File: config.mk
export PLATFORM = sky130hd
export DESIGN_NAME = pc_target_table
export DESIGN_NICKNAME = d
export VERILOG_FILES = /design/src/rtl/pc_target_table.sv
export SDC_FILE = /design/constraint.sdc
export NUM_CORES = 1
export LEC_CHECK = 0
export ABC_CLOCK_PERIOD_IN_PS = 4660
export BUFFER_PORTS_ARGS = -buffer_cell sky130_fd_sc_hd__buf_4
export CAP_MARGIN = 25
export CORE_MARGIN = 2
export CORE_UTILIZATION = 38
export CTS_CLUSTER_DIAMETER = 50
export CTS_CLUSTER_SIZE = 14
export DETAILED_ROUTE_END_ITERATION = 12
export PLACE_DENSITY_LB_ADDON = 0.1
export SLEW_MARGIN = 40
export SYNTH_ARGS = -nofsm -noshare
export SYNTH_HDL_FRONTEND = slang
export SYNTH_SLANG_ARGS = --single-unit
File: constraint.sdc
create_clock -name clk -period 4.66 [get_ports clk]
set_input_delay 0.233 -clock clk [delete_from_list [all_inputs] [get_ports clk]]
set_output_delay 0.233 -clock clk [all_outputs]
set_load 0.01 [all_outputs]
File: src/rtl/pc_target_table.sv
// ============================================================================
// pc_target_table
// ----------------------------------------------------------------------------
// Programmable branch-target table for the fetch stage. DEPTH entries of D-bit
// targets, each with a valid bit. After reset the table runs an init sweep
// (one entry per cycle, DEPTH cycles) that zeroes the stored data; during the
// sweep every request is dropped. Once the sweep finishes, the table accepts
// writes, invalidates and lookups. A lookup returns its result one cycle later
// as a registered target/hit pair with a one-cycle target_valid pulse. A miss
// returns target 0, which the PC mux treats as "hold PC".
//
// Same-cycle interactions, in order of priority:
//   write + invalidate, same index  -> the write wins
//   lookup + write, same index      -> lookup sees the new data with a hit
//   lookup + invalidate, same index -> lookup misses
//
// Optional feature (macro PC_TARGET_REL_EN):
//   Adds pc_in and wr_rel. Each entry also stores a relative-mode bit. A hit on
//   a relative entry returns pc_in + entry (mod 2^D), with pc_in taken in the
//   same cycle as the request.
//
// Ports:
//   clk          in   clock, rising edge
//   reset        in   asynchronous active-high reset
//   ready        out  high once the init sweep has completed
//   lookup_req   in   lookup request
//   lookup_addr  in   [A-1:0] lookup index
//   target       out  [D-1:0] registered lookup result (0 on miss)
//   target_valid out  pulse: target/hit belong to the previous-cycle request
//   hit          out  looked-up entry was valid
//   wr_en        in   write enable (also sets the entry valid)
//   wr_addr      in   [A-1:0] write index
//   wr_data      in   [D-1:0] write data
//   inv_en       in   invalidate enable
//   inv_addr     in   [A-1:0] invalidate index
//   pc_in        in   [D-1:0] base PC for relative entries (macro only)
//   wr_rel       in   relative-mode bit for the written entry (macro only)
//   valid_count  out  [A:0] number of valid entries, 0..DEPTH
// ============================================================================
module pc_target_table #(
    parameter  int D     = 12,
    parameter  int DEPTH = 32,
    localparam int A     = $clog2(DEPTH)
) (
    input  logic         clk,
    input  logic         reset,
    output logic         ready,
    input  logic         lookup_req,
    input  logic [A-1:0] lookup_addr,
    output logic [D-1:0] target,
    output logic         target_valid,
    output logic         hit,
    input  logic         wr_en,
    input  logic [A-1:0] wr_addr,
    input  logic [D-1:0] wr_data,
    input  logic         inv_en,
    input  logic [A-1:0] inv_addr,
`ifdef PC_TARGET_REL_EN
    input  logic [D-1:0] pc_in,
    input  logic         wr_rel,
`endif
    output logic [A:0]   valid_count
);

    typedef enum logic {
        ST_INIT = 1'b0,
        ST_RUN  = 1'b1
    } state_t;

    state_t           r_state;
    state_t           w_state_next;
    logic [A-1:0]     r_init_idx;
    logic [A-1:0]     w_init_idx_next;

    logic [D-1:0]     r_entry [DEPTH];
    logic [DEPTH-1:0] r_valid;
    logic [DEPTH-1:0] w_valid_next;
    logic [A:0]       r_count;

    logic [D-1:0]     r_target;
    logic             r_hit;
    logic             r_target_valid;

    logic             w_run;
    logic             w_wr;
    logic             w_inv;
    logic             w_cnt_inc;
    logic             w_cnt_dec;

    logic             w_fwd;
    logic             w_lookup_hit;
    logic [D-1:0]     w_lookup_data;
    logic [D-1:0]     w_lookup_target;

`ifdef PC_TARGET_REL_EN
    logic [DEPTH-1:0] r_rel;
    logic             w_lookup_rel;
`endif

    // ------------------------------------------------------------------------
    // Control FSM: INIT sweeps every index once, then RUN until reset.
    // ------------------------------------------------------------------------
    always_ff @(posedge clk or posedge reset) begin
        if (reset) begin
            r_state    <= ST_INIT;
            r_init_idx <= '0;
        end else begin
            r_state    <= w_state_next;
            r_init_idx <= w_init_idx_next;
        end
    end

    always_comb begin
        w_state_next    = r_state;
        w_init_idx_next = r_init_idx;
        ready           = 1'b0;
        case (r_state)
            ST_INIT: begin
                w_init_idx_next = r_init_idx + A'(1);
                if (r_init_idx == A'(DEPTH - 1)) begin
                    w_state_next = ST_RUN;
                end
            end
            ST_RUN: begin
                ready = 1'b1;
            end
            default: begin
                w_state_next = ST_INIT;
            end
        endcase
    end

    // Requests only have an effect once the sweep is over.
    assign w_run = (r_state == ST_RUN);
    assign w_wr  = w_run & wr_en;
    assign w_inv = w_run & inv_en;

    // ------------------------------------------------------------------------
    // Entry storage. Not reset: the init sweep zeroes it, which keeps the
    // array mappable onto RAM. The relative-mode bits share the write path.
    // ------------------------------------------------------------------------
    always_ff @(posedge clk) begin
        if (r_state == ST_INIT) begin
            r_entry[r_init_idx] <= '0;
`ifdef PC_TARGET_REL_EN
            r_rel[r_init_idx]   <= 1'b0;
`endif
        end else if (wr_en) begin
            r_entry[wr_addr]    <= wr_data;
`ifdef PC_TARGET_REL_EN
            r_rel[wr_addr]      <= wr_rel;
`endif
        end
    end

    // ------------------------------------------------------------------------
    // Valid bits: write has priority over invalidate on the same index.
    // ------------------------------------------------------------------------
    for (genvar gi = 0; gi < DEPTH; gi++) begin : g_valid
        assign w_valid_next[gi] = (w_wr  && wr_addr  == A'(gi)) ? 1'b1 :
                                  (w_inv && inv_addr == A'(gi)) ? 1'b0 :
                                  r_valid[gi];
    end

    always_ff @(posedge clk or posedge reset) begin
        if (reset) begin
            r_valid <= '0;
        end else begin
            r_valid <= w_valid_next;
        end
    end

    // Count tracks transitions rather than re-counting the vector. An
    // invalidate that collides with a same-index write is cancelled, so it
    // must not decrement.
    assign w_cnt_inc = w_wr & ~r_valid[wr_addr];
    assign w_cnt_dec = w_inv & r_valid[inv_addr] & ~(w_wr && (wr_addr == inv_addr));

    always_ff @(posedge clk or posedge reset) begin
        if (reset) begin
            r_count <= '0;
        end else begin
            r_count <= r_count + (A+1)'(w_cnt_inc) - (A+1)'(w_cnt_dec);
        end
    end

    // ------------------------------------------------------------------------
    // Lookup path with write-first forwarding.
    // ------------------------------------------------------------------------
    always_comb begin
        w_fwd         = wr_en && (wr_addr == lookup_addr);
        w_lookup_hit  = w_fwd |
                        (r_valid[lookup_addr] & ~(inv_en && (inv_addr == lookup_addr)));
        w_lookup_data = w_fwd ? wr_data : r_entry[lookup_addr];
`ifdef PC_TARGET_REL_EN
        w_lookup_rel  = w_fwd ? wr_rel : r_rel[lookup_addr];
        // Offset add wraps modulo 2^D by truncation.
        w_lookup_target = w_lookup_rel ? (pc_in + w_lookup_data) : w_lookup_data;
`else
        w_lookup_target = w_lookup_data;
`endif
        if (!w_lookup_hit) begin
            w_lookup_target = '0;
        end
    end

    // Result registers: target/hit hold between requests.
    always_ff @(posedge clk or posedge reset) begin
        if (reset) begin
            r_target       <= '0;
            r_hit          <= 1'b0;
            r_target_valid <= 1'b0;
        end else begin
            r_target_valid <= w_run & lookup_req;
            if (w_run && lookup_req) begin
                r_target <= w_lookup_target;
                r_hit    <= w_lookup_hit;
            end
        end
    end

    assign target       = r_target;
    assign hit          = r_hit;
    assign target_valid = r_target_valid;
    assign valid_count  = r_count;

endmodule

==> results.json <==
{
  "status": "completed",
  "tightestPinTransition_ns": 0.8927,
  "fin_util_pct": 43.92,
  "synth_top_family_by_area": "multiplexers",
  "startpoint_type": "flip-flop",
  "cts_max_level": 2,
  "max_stage_delay_ns": 0.49,
  "path_cells": "mux4_2, mux4_2, mux2i_1, nand3_1, ha_1, inv_1, ha_1, fa_1, a21o_1, a21oi_1, xnor2_1",
  "synth.area.top_cells": "edfxtp_1 62%, mux4_2 12%, dfrtp_1 7.8%, mux2i_1 3.0%, o21ai_0 2.1%",
  "cp.depth": 11,
  "critical_path.max_fanout": 4,
  "synth_xor_xnor_area_share_pct": 1.083,
  "critPathArrivalTime_ns": 3.69,
  "clock_skew_ns": 0.03701,
  "grt_pass1_wl_um": 70460,
  "crit_family": "multiplexers",
  "die_area_um2": 50710,
  "yosys.area_share.simple_pct": 4.704,
  "detail-route-antenna-nets": 0,
  "ys_seq_elements": 442,
  "rows": 81,
  "criticalPathCategory": "reg -> reg",
  "cts_buffer_depth": 3,
  "cts_sinks": 442,
  "portBuffers": 52,
  "grt_start_max_net_pins": 64,
  "cts_tree": "built",
  "post_cts_buffers": 0,
  "die_w_um": 225.2,
  "leakage_nw": 7.861,
  "io_pins": 53,
  "gp_congestion": 0.8214,
  "post_cts_resized": 0,
  "powerDensity_nw_per_um2": 419.7,
  "async_flop_share_pct": 13.12,
  "grt-ovfl-total": 0,
  "grt_pass1_vias": 10265,
  "core-area_um2": 48650,
  "final_cell_area_um2": 21370,
  "routedWlPerCell_um": 26.12,
  "fin_crit_sh_pct": 68.42,
  "root_buffer": "clkbuf_16",
  "fmax_ghz": 0.3137,
  "endpoint_kind": "flip-flop",
  "slew_viol_final": 0,
  "final-setup-viol-count": 0,
  "antenna_found_initial": 3,
  "wirelength_um": 47670,
  "dp_hpwl_um": 29330,
  "irDropWorstVdd_uv": 264.5,
  "drive_gt1_share_pct": 23.77,
  "synthAdderAreaFrac_pct": 0.6460,
  "syn-mean-instance-area_um2": 17.25,
  "start_util_pct": 38.22,
  "post-place-ws_ns": 1.305,
  "r2r_cells": 11,
  "num-nets-final": 1215,
  "drtIter0Drc": 800,
  "cts-buffers-inserted": 46,
  "crit_buf_inv": 1,
  "area_delta_synth_final_pct": 14.92,
  "synthMuxAreaShare_pct": 15.01,
  "clk_latency_ns": 0.59,
  "drtPass1Iterations": 5,
  "antennaDiodeCount": 0,
  "synth-edff-count": 384,
  "synth.distinct_cells": 46,
  "maxSlewHeadroom_pct": 40.48,
  "cpMaxStageDelayCell": "mux4_2",
  "drc": 0,
  "hold_depth": 4,
  "fin_setup_tns_ns": 0,
  "placed_area_um2": 19790,
  "die_h_um": 225.2,
  "fin_ws_ns": 1.472,
  "ys.flop_type": "edfxtp_1",
  "synth_top_area_share_pct": 62.02,
  "fillCellCount": 4255,
  "ys_warn_count": 0,
  "syn_nets": 1119,
  "synth_area_um2": 18590,
  "rsz0062_at_grt": "false",
  "track_usage_pct": 19.28,
  "syn_inst": 1078,
  "min_path_type": "in -> reg",
  "hold_viol_final": 0,
  "ys_seq_area_share_pct": 69.83,
  "clk_pin_slew_ns": 0.06,
  "worstPathRequired_ns": 5.16,
  "min_period_ns": 3.188,
  "vias": 10148,
  "synth_compound_area_share_pct": 6.440,
  "yosysTopAreaCell": "edfxtp_1",
  "vias_per_cell": 5.561,
  "max_cap_viol_count": 0
}
## final timing paths
kind | from | end | slack (ns)
setup / recovery | r_valid[19] | valid_count[4] | 1.47
hold / removal | wr_data[0] | target[0] | 0.04
setup reg to reg | r_valid[19] | valid_count[4] | 1.47
hold reg to reg | target[4] | target[4] | 0.50
max in group asynchronous | reset | r_init_idx[4] | 3.87
min in group asynchronous | reset | target[4] | 0.32
## sequential cells by signal, indices dropped and copies added, names as in the netlist
signal / flops
r_entry: 384
r_valid: 32
target: 12
valid_count: 6
r_init_idx: 5
hit: 1
r_state: 1
target_valid: 1
## kinds of logic (layout without fill, tap and decap cells)
family,after synthesis,in the layout
adder cells (fa/ha/maj),9,9
multiplexers,157,157
AND/OR/NAND/NOR,179,179
AO/OA/AOI/OAI,192,192
XOR/XNOR,23,23
buffers and inverters,76,201
flip-flops,442,442
## power breakdown
part / switching [mW] / internal, mW / total, mW
clock network: 1.58 / 2.03 / 3.60
registers: 0.0703 / 4.40 / 4.47
logic: 0.505 / 0.391 / 0.896
total: 2.15 / 6.82 / 8.97
## layout make-up
type                    instances  area [um2]  share of cell area (%)
repair buffers                113       898.4                   4.204
clock inverters                26       265.3                   1.241
well taps                     622       778.2                   3.642
inverters                      11       41.29                  0.1932
multi-input cells             560        5210                   24.38
clock buffers                  51        1191                   5.575
flip-flops and latches        442       12980                   60.76
## cells in the mapped netlist, types with 11 or more instances
cell type / count
inv_1: 11
o2111ai_1: 12
o22ai_1: 17
and3_1: 28
dfrtp_1: 58
xor2_1: 13
buf_4: 15
nand2b_1: 18
buf_2: 13
edfxtp_1: 384
nor2_1: 49
nand2_1: 48
o21ai_0: 78
a22oi_1: 17
mux4_2: 97
a21oi_1: 21
mux2i_1: 55
clkbuf_1: 26
## metrics by stage
step	hold slack [ns]	cells	total power [mW]
finish	0.03958	1825	8.968
global route	0.03304	1825	9.306
CTS	0.004937	1825	9.079
detailed placement	0.4924	1736	5.452
global placement	0.4941	1736	5.443
floorplan	0.4761	1078	5.121
## layer usage
metal  global-route usage (%)  wire length, um  up-vias
met5                        0               23        -
met4                    5.042              982        4
met2                    30.85            22600      264
li1                         -                -     4517
met3                    3.990             2702       66
met1                    26.96            21360     5297
## layout by cell type, fill, tap and decap left out, drive strengths merged, types with 28 or more instances in the layout
cell and n:
buf 101, dfrtp 58, o21ai 85, edfxtp 384
nor2 49, nand2 48, mux4 97, clkbuf 51
and3 28, mux2i 55
## worst register-to-register path, stage by stage, from the launching register on
cell and delay (ns):
dfrtp_1 0.40, mux4_2 0.49, mux4_2 0.48, mux2i_1 0.19
nand3_1 0.10, ha_1 0.29, inv_1 0.04, ha_1 0.20
fa_1 0.44, a21o_1 0.18, a21oi_1 0.16, xnor2_1 0.13
## repair_timing
action | in CTS | in global routing
endpoints found under the hold margin | 69 | 0
endpoints found under the setup margin | 0 | 0
hold buffers | 12 | 0
(Power assumes the default switching activity.)
